[config.mk]
export PLATFORM = sky130hd
export DESIGN_NAME = shift_rows_pipe
export DESIGN_NICKNAME = d
export VERILOG_FILES = /design/src/rtl/shift_rows_pipe.sv
export SDC_FILE = /design/constraint.sdc
export NUM_CORES = 1
export LEC_CHECK = 0
export BUFFER_PORTS_ARGS = -buffer_cell sky130_fd_sc_hd__buf_4
export CELL_PAD_IN_SITES_DETAIL_PLACEMENT = 0
export CELL_PAD_IN_SITES_GLOBAL_PLACEMENT = 2
export CORE_ASPECT_RATIO = 1.5
export CORE_MARGIN = 2
export CORE_UTILIZATION = 39
export CTS_BUF_LIST = sky130_fd_sc_hd__clkbuf_2
export DETAILED_ROUTE_END_ITERATION = 10
export PLACE_DENSITY = 0.95
export SLEW_MARGIN = 40
export SYNTH_ARGS = -nofsm -noshare
export SYNTH_HDL_FRONTEND = slang
export SYNTH_SLANG_ARGS = --single-unit
[constraint.sdc]
create_clock -name clk -period 1.5 [get_ports clk]
set_input_delay 0 -clock clk [delete_from_list [all_inputs] [get_ports clk]]
set_output_delay 0 -clock clk [all_outputs]
set_load 0.005 [all_outputs]
[src/rtl/shift_rows_pipe.sv]
// Pipelined Rijndael ShiftRows / InvShiftRows for Nb = 4, 6 or 8 columns.
// The permutation is applied before stage 0; later stages only carry data under valid/ready flow control.
module shift_rows_pipe #(
  parameter int NB    = 4,
  parameter int DEPTH = 2
) (
  input  logic            clk,
  input  logic            rst_n,
  input  logic            in_valid,
  output logic            in_ready,
  input  logic            in_inv,
  input  logic [32*NB-1:0] in_block,
  output logic            out_valid,
  input  logic            out_ready,
  output logic [32*NB-1:0] out_block,
  output logic            out_inv,
  output logic            busy
);

  localparam int W = 32 * NB;

  if (!(NB == 4 || NB == 6 || NB == 8)) begin : g_bad_nb
    $error("shift_rows_pipe: NB must be 4, 6 or 8");
  end
  if (DEPTH < 1 || DEPTH > 4) begin : g_bad_depth
    $error("shift_rows_pipe: DEPTH must be in 1..4");
  end

  // Nb=8 uses the wider Rijndael offsets {0,1,3,4} on rows 2 and 3.
  function automatic int row_offset(input int r);
    if (NB == 8 && r >= 2) return r + 1;
    return r;
  endfunction

  function automatic logic [W-1:0] shift_rows(input logic [W-1:0] blk, input logic inv);
    logic [W-1:0] res;
    int           src;
    res = '0;
    for (int r = 0; r < 4; r++) begin
      for (int c = 0; c < NB; c++) begin
        if (inv) src = (c - row_offset(r) + NB) % NB;
        else     src = (c + row_offset(r)) % NB;
        res[W-1-32*c-8*r -: 8] = blk[W-1-32*src-8*r -: 8];
      end
    end
    return res;
  endfunction

  logic [DEPTH-1:0] vld_q, vld_d;
  logic [DEPTH-1:0] inv_q, inv_d;
  logic [W-1:0]     blk_q [DEPTH];
  logic [W-1:0]     blk_d [DEPTH];
  logic [DEPTH-1:0] load;
  logic [W-1:0]     perm_blk;

  assign perm_blk = shift_rows(in_block, in_inv);

  // A stage may load when it is empty or its contents leave this cycle.
  always_comb begin
    logic down_load;
    down_load = out_ready;
    load      = '0;
    for (int k = DEPTH - 1; k >= 0; k--) begin
      load[k]   = ~vld_q[k] | down_load;
      down_load = load[k];
    end
  end

  assign in_ready = load[0];

  always_comb begin
    vld_d = vld_q;
    inv_d = inv_q;
    for (int k = 0; k < DEPTH; k++) blk_d[k] = blk_q[k];
    if (load[0]) begin
      vld_d[0] = in_valid;
      if (in_valid) begin
        blk_d[0] = perm_blk;
        inv_d[0] = in_inv;
      end
    end
    for (int k = 1; k < DEPTH; k++) begin
      if (load[k]) begin
        vld_d[k] = vld_q[k-1];
        if (vld_q[k-1]) begin
          blk_d[k] = blk_q[k-1];
          inv_d[k] = inv_q[k-1];
        end
      end
    end
  end

  always_ff @(posedge clk or negedge rst_n) begin
    if (!rst_n) begin
      vld_q <= '0;
      inv_q <= '0;
      for (int k = 0; k < DEPTH; k++) blk_q[k] <= '0;
    end else begin
      vld_q <= vld_d;
      inv_q <= inv_d;
      for (int k = 0; k < DEPTH; k++) blk_q[k] <= blk_d[k];
    end
  end

  assign out_valid = vld_q[DEPTH-1];
  assign out_block = blk_q[DEPTH-1];
  assign out_inv   = inv_q[DEPTH-1];
  assign busy      = |vld_q;

endmodule
==> results of run 1 <==
==> synthesized netlist by cell type, drive strengths merged <==
| library cell | number | area [um2] |
|---|---|---|
| a21oi | 64 | 320 |
| a31oi | 64 | 400 |
| buf | 168 | 1330 |
| clkbuf | 16 | 60.1 |
| dfrtp | 260 | 6510 |
| mux2 | 194 | 2790 |
| mux2i | 64 | 641 |
| nand2 | 2 | 10.0 |
| nand2b | 3 | 18.8 |
| nand3b | 1 | 11.3 |
| or2 | 1 | 6.26 |
==> kinds of logic after synthesis <==
logic type | after synthesis
flip-flops | 260
AO/OA/AOI/OAI | 128
AND/OR/NAND/NOR | 7
buffers and inverters | 184
multiplexers | 258
==> stage by stage <==
step | area, um2 | worst slack, ns
2_1_floorplan | 12100 | 0.160
3_3_place_gp | 13600 | 0.0457
3_5_place_dp | 13600 | 0.00588
==> results_dict.tcl, run 1 <==
set metrics [dict create \
    htreeDepth 2 \
    haltStage "4_1_cts" \
    syn_nets 970 \
    gp_congestion 0.763 \
    synth.distinct_cells 18 \
    synthSimpleGateAreaFrac_pct 0.383 \
    dp_hpwl_um 17500 \
    syn_inst 837 \
    synth.area.mux_share_pct 28.3 \
    synth.avg_cell_area_um2 14.4 \
    ioPinCount 265 \
    synth_top_family_by_area "multiplexers" \
    yosysSeqAreaShare_pct 53.8 \
    syn_area_um2 12100 \
    postCtsHoldBufs 312 \
    die_width_um 148 \
    synthAdderAreaFrac_pct 0 \
    synth-seq-cells 260 \
    status "stopped before the end" \
    dp_cells 1351 \
    die_y_um 220 \
    synth_compound_area_share_pct 5.96 \
    ys.warnings.count 0 \
    post_cts_buffers 74 \
    start_util_pct 39.3 \
    numCtsBuffers 61 \
    cts_buffer_depth 3 \
    num_rows 79 \
    clkSinkCount 260 \
    portBuffers 264 \
    cts_resized 151 \
    tool.error "[ERROR RSZ-0060] Max buffer count reached." \
    yosys.area_share.xor_xnor_pct 0 \
    ctsRootBufferMaster "clkbuf_2" \
]
==> run 2, diff against run 1 <==
==> config.mk (replaced) <==
export PLATFORM = sky130hd
export DESIGN_NAME = shift_rows_pipe
export DESIGN_NICKNAME = d
export VERILOG_FILES = /design/src/rtl/shift_rows_pipe.sv
export SDC_FILE = /design/constraint.sdc
export NUM_CORES = 1
export LEC_CHECK = 0
export BUFFER_PORTS_ARGS = -buffer_cell sky130_fd_sc_hd__buf_4
export CORE_MARGIN = 2
export CORE_UTILIZATION = 40
export DETAILED_ROUTE_END_ITERATION = 10
export PLACE_DENSITY_LB_ADDON = 0.15
export SLEW_MARGIN = 40
export SYNTH_ARGS = -nofsm -noshare
export SYNTH_HDL_FRONTEND = slang
export SYNTH_SLANG_ARGS = --single-unit
==> run 2 against run 1 <==
The run now ends clean; synthesized cell count is the same; area after synthesis stayed put.
==> results_dict.tcl, run 2 <==
set metrics [dict create \
    status "finished, final reports clean" \
    htreeDepth 1 \
    vias_per_cell 4.74 \
    first_pass_iters 5 \
    tightestPinTransition_ns 0.575 \
    yosys-top-cells-count "dfrtp_1, mux2_4, buf_4" \
    hold_violations 0 \
    hold_depth 4 \
    period_share_pct 96.6 \
    grtUsageTotal_pct 17.2 \
    grt_pass1_wl_um 43400 \
    cts_buffer_depth 3 \
    syn_to_final_growth_pct 37.5 \
    synth.avg_cell_area_um2 14.4 \
    dp_hpwl_um 17200 \
    r2r-end "out_block[116]" \
    worst_ep_arrival_time_ns 1.87 \
    num_vias 7450 \
    yosysTopAreaCell "dfrtp_1" \
    num_rows 63 \
    ant_nets 0 \
    start_util_pct 40.7 \
    synth.area.top_cells "dfrtp_1, mux2_4, buf_4" \
    synth_edf_count 0 \
    synth_top_area_share_pct 53.8 \
    reg2reg_depth 5 \
    routedWlPerCell_um 17.5 \
    cts.clk_slew.worst_paths_ns 0.06 \
    worstHoldStart "in_valid" \
    cp_max_fo 14 \
    core_area_um2 29700 \
    async_reset_ff_share_pct 100 \
    hold_slack_ns 0.0655 \
    powerDensity_nw_per_um2 1330 \
    path_class "flip-flop to flip-flop" \
    yosysSeqAreaShare_pct 53.8 \
    grt_max_degree 130 \
    dp_cells 1342 \
    hold_path_end "blk_q[221]" \
    drtIter0Drc 348 \
    drv_cap 0 \
    finalSetupViolCount 0 \
    die_width_um 178 \
    post-route-min-period_ns 1.45 \
    cp.required_ns 1.92 \
    grt_pass1_vias 7790 \
    drt-total-wl_um 27600 \
    mostFrequentLayoutCell "buf_4" \
    cts_tree "built" \
    place_ws_ns 0.0186 \
    dieArea_um2 31600 \
    drive_gt1_share_pct 48.4 \
    ys.flop_type "dfrtp_1" \
    rr_startpoint "vld_q[1]" \
    die_y_um 178 \
    rsz0062_at_grt "yes" \
    p_leak_nw 7.92 \
    worstSkewPairLatency_ns 0.54 \
    clkSinkCount 260 \
    syn_nets 970 \
    fin_ws_ns 0.0507 \
    fin_nets 1293 \
    ctsRootBufferMaster "clkbuf_16" \
    ioPinCount 265 \
    numCtsBuffers 29 \
    max_freq_mhz 690 \
    synth-seq-cells 260 \
    syn_inst 837 \
    synth.distinct_cells 18 \
    ff2ff_setup_slack_ns 0.05 \
    antenna_found_initial 0 \
    fin_total_pwr_mw 22.0 \
    yosysMostFrequentCell "dfrtp_1" \
    fin_cells 1573 \
    syn_area_um2 12100 \
    fin_worst_skew_ns 0.0117 \
    ys.warnings.count 0 \
    fillCellCount 2401 \
    ir_worst_vdd_uv 783 \
    final_cell_mix "buf_4, dfrtp_1, mux2_4" \
    slew_headroom_pct 61.7 \
    drc 0 \
    crit_path_start_kind "flip-flop" \
    slew_viol_final 0 \
    finish.utilization_pct 56.0 \
    gp_congestion 0.719 \
    portBuffers 264 \
    end_kind "flip-flop" \
    hp-class "input pin to flip-flop" \
    overflow 0 \
]
## run 2: cell counts after synthesis
Identical to the previous run, type by type.
## run 2: worst max-delay path by stage
stage / from / to / slack, ns / cells past startpoint
after global placement: vld_q[1] / out_block[79] / 0.04 / 5
after floorplan: vld_q[1] / out_block[100] / 0.16 / 5
after CTS: vld_q[1] / out_block[116] / 0.0007 / 5
after detailed placement: vld_q[1] / out_block[61] / 0.02 / 5
final: vld_q[1] / out_block[116] / 0.05 / 5
after global routing: vld_q[1] / out_block[17] / -0.03 / 5
## run 2: worst max-delay path: stages (launching register included)
cell      delay (ns)
dfrtp_1         0.41
nand2b_1        0.13
nand2_4         0.12
buf_12          0.17
buf_12          0.17
mux2_4          0.31
## run 2: where the power goes
part	leakage, nW	switching (mW)	internal (mW)
combinational	4.49	1.82	3.75
clock	0.472	2.89	4.22
sequential	2.95	0.892	8.46
## run 2: per-layer routing
| metal | global-route usage (%) | part of all wire (%) |
|---|---|---|
| met2 | 26.6 | 45 |
| met5 | 0 | 0 |
| met4 | 4.10 | 2.1 |
| met1 | 24.1 | 47 |
| met3 | 4.56 | 6.6 |
## run 2: cells by family (layout without fill, tap and decap cells)
family / count (synthesis) / after routing / synth area share, %
flip-flops: 260 / 260 / 53.8
AO/OA/AOI/OAI: 128 / 128 / 5.96
AND/OR/NAND/NOR: 7 / 7 / 0.383
other: 0 / 1 / 0
buffers and inverters: 184 / 529 / 11.5
multiplexers: 258 / 258 / 28.3
## run 2: final cells by class
type / instances / area, um2 / area share, %
Sequential cell: 260 / 6510 / 39.1
Clock buffer: 40 / 837 / 5.03
Clock inverter: 13 / 123 / 0.737
Tap cell: 390 / 488 / 2.93
Timing Repair Buffer: 476 / 4380 / 26.3
Antenna cell: 1 / 2.50 / 0.0151
Multi-Input combinational cell: 393 / 4290 / 25.8
## run 2: metrics by stage
step,TNS (ns),area (um2)
6_report,0,16600
5_1_grt,-1.17,16600
4_1_cts,0,16500
3_5_place_dp,0,13700
3_3_place_gp,0,13700
2_1_floorplan,0,12100
## run 2: timing repair
item,4_1_cts,5_1_grt
setup buffers,3,8
hold buffers,163,0
endpoints found under the hold margin,389,0
pin swaps,1,1
gates resized for setup,5,22
cloned,2,1
setup endpoints to repair,2,117
Power figures use the tool's default switching activity.
==> run 3, diff against run 2 <==
--- a/config.mk
+++ b/config.mk
@@ -6,9 +6,12 @@
 export NUM_CORES = 1
 export LEC_CHECK = 0
 export BUFFER_PORTS_ARGS = -buffer_cell sky130_fd_sc_hd__buf_4
+export CAP_MARGIN = 30
 export CORE_MARGIN = 2
 export CORE_UTILIZATION = 40
+export CTS_BUF_LIST = sky130_fd_sc_hd__clkbuf_8
 export DETAILED_ROUTE_END_ITERATION = 10
+export GPL_ROUTABILITY_DRIVEN = 0
 export PLACE_DENSITY_LB_ADDON = 0.15
 export SLEW_MARGIN = 40
 export SYNTH_ARGS = -nofsm -noshare
==> run 3 against run 2 <==
Critical path depth is the same; power shrank 3.8%; highest routed layer unchanged; combinational power about the same; register-to-register slack got worse by 0.02 ns; die area unchanged; utilization fell by 0.25 points; maximum frequency shrank 1.2%; final cell count rose by 1.3%; sequential power about the same; largest power group unchanged; cell area decreased by 0.45%.
==> results_dict.tcl, run 3 (synthesized netlist as in run 2, its figures left out) <==
set metrics [dict create \
    status "finished, final reports clean" \
    num_vias 7538 \
    core_area_um2 29700 \
    powerDensity_nw_per_um2 1280 \
    ant_nets 0 \
    rsz0062_at_grt "yes" \
    htreeDepth 2 \
    routedWlPerCell_um 17.6 \
    slew_headroom_pct 61.0 \
    drv_cap 0 \
    power_frac_comb_pct 26.3 \
    cts_buffer_depth 3 \
    mostFrequentLayoutCell "buf_4" \
    first_pass_iters 4 \
    seqPwrFrac_pct 44.2 \
    portBuffers 264 \
    p_int_mw 15.7 \
    fillCellCount 2458 \
    place_ws_ns 0.0186 \
    fin_total_pwr_mw 21.2 \
    cts.clk_slew.worst_paths_ns 0.06 \
    hp-class "input pin to flip-flop" \
    end_kind "flip-flop" \
    ioPinCount 265 \
    die_width_um 178 \
    drc 0 \
    antenna_found_initial 0 \
    fin_nets 1312 \
    slew_viol_final 0 \
    worstSkewPairLatency_ns 0.55 \
    finish.utilization_pct 55.7 \
    numCtsBuffers 46 \
    hold_depth 4 \
    num_rows 63 \
    tightestPinTransition_ns 0.585 \
    hold_violations 0 \
    drtIter0Drc 260 \
    die_y_um 178 \
    path_class "flip-flop to flip-flop" \
    clkSinkCount 260 \
    reg2reg_depth 5 \
    ir_worst_vdd_uv 624 \
    post-route-min-period_ns 1.47 \
    vias_per_cell 4.73 \
    dp_hpwl_um 17200 \
    worst_ep_arrival_time_ns 1.88 \
    grtUsageTotal_pct 17.5 \
    p_sw_share_pct 26.0 \
    crit_path_start_kind "flip-flop" \
    ctsRootBufferMaster "clkbuf_8" \
    cp.required_ns 1.92 \
    max_freq_mhz 682 \
    dieArea_um2 31600 \
    cp_max_fo 12 \
    cts_tree "built" \
    grt_pass1_wl_um 43700 \
    p_leak_nw 7.95 \
    netSwitchingPower_mw 5.50 \
    p_clk_share_pct 29.5 \
    grt_pass1_vias 8019 \
    finalSetupViolCount 0 \
    period_share_pct 97.8 \
    drt-total-wl_um 28100 \
    fin_ws_ns 0.0328 \
    final_area_um2 16600 \
    num_antenna_cells 0 \
    place_area_um2 13700 \
    hold_slack_ns 0.0560 \
    fin_worst_skew_ns 0.0256 \
    overflow 0 \
    start_util_pct 40.7 \
    drive_gt1_share_pct 48.5 \
    grt_max_degree 130 \
    final_cell_mix "buf_4, dfrtp_1, mux2_4" \
    syn_to_final_growth_pct 36.9 \
]
[run 3: cell types whose count changed in the layout (fill, tap and decap cells not counted), moves of 2 or more]
cell        previous run  this run
clkbuf_8               7        56
inv_1                  0        14
clkbuf_1               4         0
clkinv_2               8         2
bufbuf_16              2         0
clkbuf_16             30         3
buf_16                 1         3
clkinvlp_4             3         0
[run 3: layout make-up]
| type | count | area (um2) | share of cell area (%) |
|---|---|---|---|
| clock buffer | 56 | 771 | 4.66 |
| clock inverter | 17 | 92.6 | 0.559 |
| multi-input combinational | 393 | 4290 | 25.9 |
| sequential | 260 | 6510 | 39.3 |
| tap | 390 | 488 | 2.95 |
| timing repair buffer | 478 | 4400 | 26.6 |
[run 3: power by group through the flow]
stage | registers, mW | logic, mW | clock network [mW]
after floorplan | 9.13 | 3.97 | 0
after global placement | 9.43 | 4.99 | 0
after detailed placement | 9.44 | 5.07 | 0
after CTS | 9.36 | 5.55 | 6.51
after global routing | 9.55 | 6.01 | 6.81
final | 9.36 | 5.58 | 6.26
[run 3: path summary, 6_finish.rpt]
path | slack, ns | startpoint | endpoint
setup / recovery | 0.03 | vld_q[1] | out_block[29]
hold / removal | 0.06 | in_valid | blk_q[221]
setup reg to reg | 0.03 | vld_q[1] | out_block[29]
hold reg to reg | 0.48 | blk_q[132] | out_block[4]
max in group asynchronous | 1.07 | rst_n | out_block[96]
min in group asynchronous | 0.07 | rst_n | out_block[5]
[run 3: timing repair]
action | 4_1_cts | 5_1_grt
gates resized for setup | 5 | 23
cloned | 2 | 3
endpoints found under the hold margin | 389 | 0
pin swaps | 1 | 1
hold buffers | 163 | 0
setup endpoints to repair | 19 | 92
buffers inserted | 9 | 2
[run 3: per-layer routing]
layer / vias up / GRT usage [%] / wire length, um
li1: 3530 / - / -
met1: 3716 / 23.7 / 12800
met2: 236 / 27.0 / 12700
met3: 56 / 4.88 / 1930
met4: 0 / 5.84 / 668
met5: - / 0 / 0
[run 3: per-stage QoR]
step                TNS, ns  std cells
floorplan                 0        837
global placement          0       1342
detailed placement        0       1342
CTS                 -0.0205       1589
global route         -0.390       1594
finish                    0       1594
[run 3: worst max-delay path, cell delays in order (launching register included)]
cell,delay [ns]
dfrtp_1,0.41
nand2b_1,0.13
nand2_4,0.12
buf_12,0.17
buf_4,0.17
mux2_4,0.30
